<file path="src/rtl/st7789_spi_stream.sv">
// st7789_spi_stream: ST7789 SPI bring-up (reset, SLPOUT, init ROM, address window) then RGB565 streaming.
// Define LCD_FRAME_SYNC_EN to resend the address window after every complete frame.
module st7789_spi_stream #(
    parameter int H_RES    = 240,
    parameter int V_RES    = 135,
    parameter int X_OFS    = 40,
    parameter int Y_OFS    = 53,
    parameter int SPI_DIV  = 1,
    parameter int RST_CYC  = 2700000,
    parameter int PREP_CYC = 5400000,
    parameter int WAKE_CYC = 3240000
) (
    input  logic                     clk,
    input  logic                     resetn,
    output logic                     lcd_resetn,
    output logic                     lcd_clk,
    output logic                     lcd_cs,
    output logic                     lcd_dc,
    output logic                     lcd_mosi,
    output logic                     pix_req,
    output logic [$clog2(H_RES)-1:0] pix_x,
    output logic [$clog2(V_RES)-1:0] pix_y,
    input  logic                     pix_valid,
    input  logic [15:0]              pix_data,
    output logic                     frame_start,
    output logic                     init_done
);
    localparam int XW = $clog2(H_RES);
    localparam int YW = $clog2(V_RES);
    localparam int DW = SPI_DIV > 1 ? $clog2(SPI_DIV) : 1;
    localparam logic [XW-1:0] X_MAX = XW'(H_RES - 1);
    localparam logic [YW-1:0] Y_MAX = YW'(V_RES - 1);
    localparam logic [DW-1:0] D_MAX = DW'(SPI_DIV - 1);
    localparam logic [31:0] RST_W = 32'(RST_CYC);
    localparam logic [31:0] PREP_W = 32'(PREP_CYC);
    localparam logic [31:0] WAKE_W = 32'(WAKE_CYC);
    localparam logic [15:0] XS = 16'(X_OFS);
    localparam logic [15:0] XE = 16'(X_OFS + H_RES - 1);
    localparam logic [15:0] YS = 16'(Y_OFS);
    localparam logic [15:0] YE = 16'(Y_OFS + V_RES - 1);
    localparam logic [0:10][8:0] WIN = {9'h02A, 1'b1, XS[15:8], 1'b1, XS[7:0], 1'b1, XE[15:8], 1'b1, XE[7:0],
                                        9'h02B, 1'b1, YS[15:8], 1'b1, YS[7:0], 1'b1, YE[15:8], 1'b1, YE[7:0],
                                        9'h02C};
    // {dc, byte}: dc=0 marks a command, dc=1 its parameter bytes
    localparam logic [0:58][8:0] ROM = {
        9'h036, 9'h170, 9'h03A, 9'h105,
        9'h0B2, 9'h10C, 9'h10C, 9'h100, 9'h133, 9'h133,
        9'h0B7, 9'h135, 9'h0BB, 9'h119, 9'h0C0, 9'h12C,
        9'h0C2, 9'h101, 9'h0C3, 9'h112, 9'h0C4, 9'h120, 9'h0C6, 9'h10F,
        9'h0D0, 9'h1A4, 9'h1A1,
        9'h0E0, 9'h1D0, 9'h104, 9'h10D, 9'h111, 9'h113, 9'h12B, 9'h13F,
        9'h154, 9'h14C, 9'h118, 9'h10D, 9'h10B, 9'h11F, 9'h123,
        9'h0E1, 9'h1D0, 9'h104, 9'h10C, 9'h111, 9'h113, 9'h12C, 9'h13F,
        9'h144, 9'h151, 9'h12F, 9'h11F, 9'h11F, 9'h120, 9'h123,
        9'h021, 9'h029};

    typedef enum logic [2:0] {S_RESET, S_PREPARE, S_WAKE, S_SNOOZE, S_INIT, S_WINDOW, S_STREAM} state_t;
    state_t state, nxt;

    logic [31:0]   cnt;
    logic          busy, dc_r, ready, act, ld, hs, buf_full, lo_pend;
    logic [4:0]    ph;
    logic [DW-1:0] dcnt;
    logic [7:0]    sh, lo;
    logic [8:0]    ld_word;
    logic [15:0]   pbuf;
`ifdef LCD_FRAME_SYNC_EN
    logic          hold;
`endif

    // a slot is 18 phases of SPI_DIV cycles; the next byte may load in the last cycle of phase 17
    assign ready = !busy || (ph == 5'd17 && dcnt == D_MAX);
    assign act = busy && !ph[4];
    assign lcd_cs = !act;
    assign lcd_clk = act && ph[0];
    assign lcd_mosi = !act || sh[~ph[3:1]];
    assign lcd_dc = dc_r;
    assign hs = pix_req && pix_valid;

    always_ff @(posedge clk or negedge resetn) begin
        if (!resetn) state <= S_RESET;
        else state <= nxt;
    end

    always_comb begin
        nxt = state;
        case (state)
            S_RESET:   if (cnt == RST_W - 32'd1) nxt = S_PREPARE;
            S_PREPARE: if (cnt + 32'd2 >= PREP_W) nxt = S_WAKE;
            S_WAKE:    if (ready) nxt = S_SNOOZE;
            S_SNOOZE:  if (cnt == WAKE_W - 32'd1) nxt = S_INIT;
            S_INIT:    if (ld && cnt == 32'd58) nxt = S_WINDOW;
            S_WINDOW:  if (ld && cnt == 32'd10) nxt = S_STREAM;
            S_STREAM: begin
`ifdef LCD_FRAME_SYNC_EN
                if (hold && !buf_full && !lo_pend) nxt = S_WINDOW;
`endif
            end
            default:   nxt = S_RESET;
        endcase
    end

    always_comb begin
        lcd_resetn = state != S_RESET;
        ld = ready && (state == S_WAKE || state == S_INIT || state == S_WINDOW ||
                       (state == S_STREAM && (lo_pend || buf_full)));
        ld_word = state == S_WAKE   ? 9'h011 :
                  state == S_INIT   ? ROM[cnt[5:0]] :
                  state == S_WINDOW ? WIN[cnt[3:0]] :
                  lo_pend           ? {1'b1, lo} : {1'b1, pbuf[15:8]};
`ifdef LCD_FRAME_SYNC_EN
        pix_req = state == S_STREAM && !buf_full && !hold;
`else
        pix_req = state == S_STREAM && !buf_full;
`endif
    end

    always_ff @(posedge clk or negedge resetn) begin
        if (!resetn) begin
            cnt <= '0;
            busy <= 1'b0;
            ph <= '0;
            dcnt <= '0;
            sh <= '0;
            dc_r <= 1'b1;
            pbuf <= '0;
            buf_full <= 1'b0;
            lo <= '0;
            lo_pend <= 1'b0;
            pix_x <= '0;
            pix_y <= '0;
            frame_start <= 1'b0;
            init_done <= 1'b0;
        end else begin
            cnt <= nxt != state ? '0 : (ld || (state != S_INIT && state != S_WINDOW)) ? cnt + 32'd1 : cnt;
            if (ld) begin
                busy <= 1'b1;
                ph <= '0;
                dcnt <= '0;
                {dc_r, sh} <= ld_word;
            end else if (busy) begin
                dcnt <= dcnt == D_MAX ? '0 : dcnt + 1'b1;
                if (dcnt == D_MAX) begin
                    ph <= ph + 5'd1;
                    busy <= ph != 5'd17;
                end
            end
            frame_start <= hs && pix_x == '0 && pix_y == '0;
            init_done <= init_done || nxt == S_STREAM;
            // taking the high byte frees the buffer so the next request overlaps shifting
            if (hs) begin
                pbuf <= pix_data;
                buf_full <= 1'b1;
                pix_x <= pix_x == X_MAX ? '0 : pix_x + 1'b1;
                if (pix_x == X_MAX) pix_y <= pix_y == Y_MAX ? '0 : pix_y + 1'b1;
            end else if (ld && state == S_STREAM && !lo_pend) begin
                buf_full <= 1'b0;
            end
            if (ld && state == S_STREAM) begin
                lo_pend <= !lo_pend;
                if (!lo_pend) lo <= pbuf[7:0];
            end
        end
    end

`ifdef LCD_FRAME_SYNC_EN
    always_ff @(posedge clk or negedge resetn) begin
        if (!resetn) hold <= 1'b0;
        else if (hs && pix_x == X_MAX && pix_y == Y_MAX) hold <= 1'b1;
        else if (nxt == S_WINDOW) hold <= 1'b0;
    end
`endif
endmodule

</file>
<file path="config.mk">
export PLATFORM = sky130hd
export DESIGN_NAME = st7789_spi_stream
export DESIGN_NICKNAME = d
export VERILOG_FILES = /design/src/rtl/st7789_spi_stream.sv
export SDC_FILE = /design/constraint.sdc
export NUM_CORES = 1
export LEC_CHECK = 0
export ABC_AREA = 1
export BUFFER_PORTS_ARGS = -buffer_cell sky130_fd_sc_hd__buf_2
export CAP_MARGIN = 20
export CORE_UTILIZATION = 43
export DETAILED_ROUTE_END_ITERATION = 16
export PLACE_DENSITY = 0.61
export SLEW_MARGIN = 20
export SYNTH_ARGS = -nofsm -noshare
export SYNTH_HDL_FRONTEND = slang
export SYNTH_SLANG_ARGS = --single-unit
</file>
<file path="constraint.sdc">
create_clock -name clk -period 2.5 [get_ports clk]
set_clock_uncertainty 0.05 [all_clocks]
set_input_delay 0.375 -clock clk [delete_from_list [all_inputs] [get_ports clk]]
set_output_delay 0.375 -clock clk [all_outputs]
set_load 0.05 [all_outputs]
</file>
==> reports/qor.csv <==
stage,metric,value,unit
placement,gp weighted congestion,0.988,
run_status,failing checks,setup timing,
placement,Port Buffer Count,42,
sta,worst setup margin,-0.804,ps
final_layout,area grow syn2layout,22.0,%
min_path,Worst Hold End,pbuf[1]$_DFFE_PN0P_,
clocking,Max Buffers Root-to-Sink,2,
clocking,Clock Latency Late Sink,360,ps
worst_setup_path,max incr delay on CP,390,ps
final_layout,antenna diode count,0,
worst_setup_path,r2r setup slk,-0.8,ps
power,VDD IR max,0.338,mV
synth,Netlist cell types,44,
synth,Post-Syn Instances,978,
worst_setup_path,Worst setup EP type,flop,
routing,final wirelength,19700,microns
clocking,CTS buffer count,9,
synth,Syn Area/Cell,6.72,sq um
sta,Tcrit/Tclk final,100,%
floorplan,I/O pins,43,
clocking,htree depth,3,
synth,Post-synth EDFFs,0,
routing,number of DRC markers in iteration 0,616,
min_path,worst hold path type,input port to flop,
power,power after layout,2.96,mW
sta,worst slew pin tran,518,ps
sta,RSZ-0062 raised after global routing,yes,
job,number of max-cap violations,0,
synth,Yosys reg bits,94,
final_layout,layout net count,1119,
global_route,Overflow after GRT,0,
floorplan,initial core utilization,44.7,%
power,leak pwr,3.76,nW
global_route,first-pass GRT wire length,31700,microns
worst_setup_path,"critical path, cell by cell",ha_2 > inv_2 > nor2_4 > nand2_4 > nor2_4 > buf_4 > nand2_1 > nand2_1 > nand4_1 > nor2_1 > nand2_1 > nor2_2 > nand3_2 > nand2_2 > nand2_2 > nand2_4 > clkbuf_16 > nor2_1,
synth,mux contribution to synthesized area,0,%
min_path,hold path cells,3,
worst_setup_path,worst path bufs/invs,3,
power,PwrDens,369,nW/um^2
worst_setup_path,Worst path slowest cell,dfrtp_1,
synth,Post-Syn Area,6570,sq um
final_layout,"leading cell type in the layout, fill and taps excluded",nand2_1,
global_route,vias in the first global route,6130,
routing,DR DRC count,0,
clocking,CTS tree,yes,
worst_setup_path,Required @ worst endpoint,2690,ps
clocking,CTS root buf,clkbuf_16,
sta,Slew HR,65.4,%
worst_setup_path,Crit Reg-Reg Endpoint,cnt[21]$_DFFE_PN0P_,
sta,fmax,0.400,GHz
synth,Simple-Gate Fraction of Synth Area,37.7,%
clocking,clock-pin slew of the registers on the worst-case setup and hold paths,80,ps
floorplan,core area,14700,sq um
synth,fraction of the mapped netlist area in adder cells,2.86,%
final_layout,most frequent cells in the layout,"nand2_1, nor2_1, inv_1",
routing,Wirelength per Cell,15.5,microns
final_layout,utilization after layout,54.5,%
routing,vias post-DR,6757,
synth,main combinational cell family by area after synthesis,simple AND/OR/NAND/NOR gates,
clocking,Clock Sinks,94,
worst_setup_path,CP arrival,2700,ps
global_route,antenna violations before repair,0,
routing,DR pass1 iterations,5,
worst_setup_path,"CP delay by family, top",simple AND/OR/NAND/NOR gates,
worst_setup_path,startpoint class of the critical path,flop,
global_route,Total GRT Usage,25.5,%
placement,Post-DP HPWL,14900,microns
synth,XOR/XNOR Fraction of Synth Area,2.93,%
run_status,run status,finished with violations,
min_path,Worst Min Path Start,pix_data[1],
sta,minimum clock period,2500,ps
placement,pre-CTS setup slack,-65.5,ps
global_route,pin count of the biggest net entering global routing,61,
worst_setup_path,reg-to-reg startpoint,cnt[2]$_DFFE_PN0P_,
sta,Final Max Tran Viols,0,
sta,Fin. Hold Viols,0,
synth,post-synthesis sequential area ratio,35.8,%
synth,YS warnings,0,
worst_setup_path,crit path max fanout,8,
routing,Vias/cell,5.30,
floorplan,number of placement rows,44,
synth,ys async rst share,100,%
floorplan,die area,15800,sq um
worst_setup_path,critical path depth,18,
final_layout,layout cells sized above 1,20.8,%
worst_setup_path,Crit path top cell by count,nand2_1,
synth,compound-cell area share of the yosys netlist,11.4,%
worst_setup_path,Setup Crit Path Kind,flop to flop,
floorplan,Die Ht,126,microns
sta,# setup viols final,1,
routing,post-detailed-route count of antenna-violating nets,0,
synth,syn_nets,1012,
worst_setup_path,Worst R2R Path Depth,18,
synth,Main synth FF type,dfrtp_1,
floorplan,die width,126,microns
## cell usage after synthesis (15+ instances only)
cell type / instances / area share, %
ha_1: 15 / 2.9
nand4_1: 22 / 2.1
nor3_1: 30 / 2.3
xor2_1: 19 / 2.5
dfrtp_1: 93 / 35
o21ai_0: 66 / 5.0
nand2_1: 245 / 14
nor2_1: 155 / 8.9
inv_1: 121 / 6.9
clkbuf_1: 20 / 1.1
a21oi_1: 33 / 2.5
nand3_1: 55 / 4.2
## tightest hold or removal path: cells and delay by family
kind,cells,cell delay [ps]
buf+inv,1,70
simple gates,2,80
## cell families (layout without fill, tap and decap cells)
family / count (synthesis) / after routing
fa+ha+maj: 15 / 15
compound gates: 132 / 132
buf+inv: 154 / 266
xor+xnor: 22 / 22
simple gates: 561 / 561
flops: 94 / 94
## power by group
part	total (mW)	internal (mW)	switching (mW)
logic	0.0479	0.0143	0.0336
clock network	1.39	0.701	0.691
registers	1.52	1.52	0
## final cells by class
cell class | instances | area (sq um)
Clock buffer | 9 | 225
Clock inverter | 7 | 67.6
Fill cell | 1461 | 6680
Inverter | 126 | 473
Multi-Input combinational cell | 730 | 3770
Sequential cell | 94 | 2370
Tap cell | 184 | 230
Timing Repair Buffer | 124 | 877
## through the flow
| step | instances | TNS [ps] | hold slack (ps) | instance area, sq um |
|---|---|---|---|---|
| 2_1_floorplan | 978 | 0 | 29.4 | 6570 |
| 3_3_place_gp | 1245 | 0 | 338 | 7420 |
| 3_5_place_dp | 1245 | -1270 | 341 | 7420 |
| 4_1_cts | 1262 | 0 | 155 | 7740 |
| 5_1_grt | 1274 | -3330 | 156 | 8020 |
| 6_report | 1274 | -0.804 | 162 | 8020 |
## worst max path at each step
stage,from,end,slack [ps]
CTS,cnt[11]$_DFFE_PN0P_,cnt[27]$_DFFE_PN0P_,3
detailed placement,cnt[2]$_DFFE_PN0P_,cnt[3]$_DFFE_PN0P_,-70
finish,cnt[2]$_DFFE_PN0P_,cnt[21]$_DFFE_PN0P_,-0.8
floorplan,state[0]$_DFF_PN0_,pix_y[7]$_DFFE_PN0P_,40
global placement,cnt[2]$_DFFE_PN0P_,cnt[27]$_DFFE_PN0P_,2
global route,cnt[1]$_DFFE_PN0P_,cnt[19]$_DFFE_PN0P_,-120
## sequential cells by signal, summed over array words and instances, names as in the netlist
name / cells
init_done: 1
state: 3
pix_x: 8
busy: 1
pix_y: 8
sh: 8
lo_pend: 1
cnt: 32
ph: 5
buf_full: 1
lo: 8
lcd_dc: 1
pbuf: 16
frame_start: 1
## metal layers
layer | global-route usage (%) | wire length [microns] | vias to the layer above | share of wire [%]
met5 | 0 | 0 | - | 0
met4 | 6.81 | 344 | 0 | 1.7
met3 | 4.21 | 1340 | 29 | 6.8
met2 | 38.8 | 8430 | 247 | 43
met1 | 37.4 | 9580 | 3095 | 49
li1 | - | - | 3386 | -
## timing repair
| action | in CTS | in global routing |
|---|---|---|
| buffers inserted | 0 | 12 |
| setup endpoints to repair | 32 | 34 |
| endpoints found under the hold margin | 34 | 0 |
| gates cloned | 0 | 1 |
| hold buffers | 1 | 0 |
| pin swaps | 1 | 22 |
| resized for setup | 4 | 54 |
(Power assumes the default switching activity.)
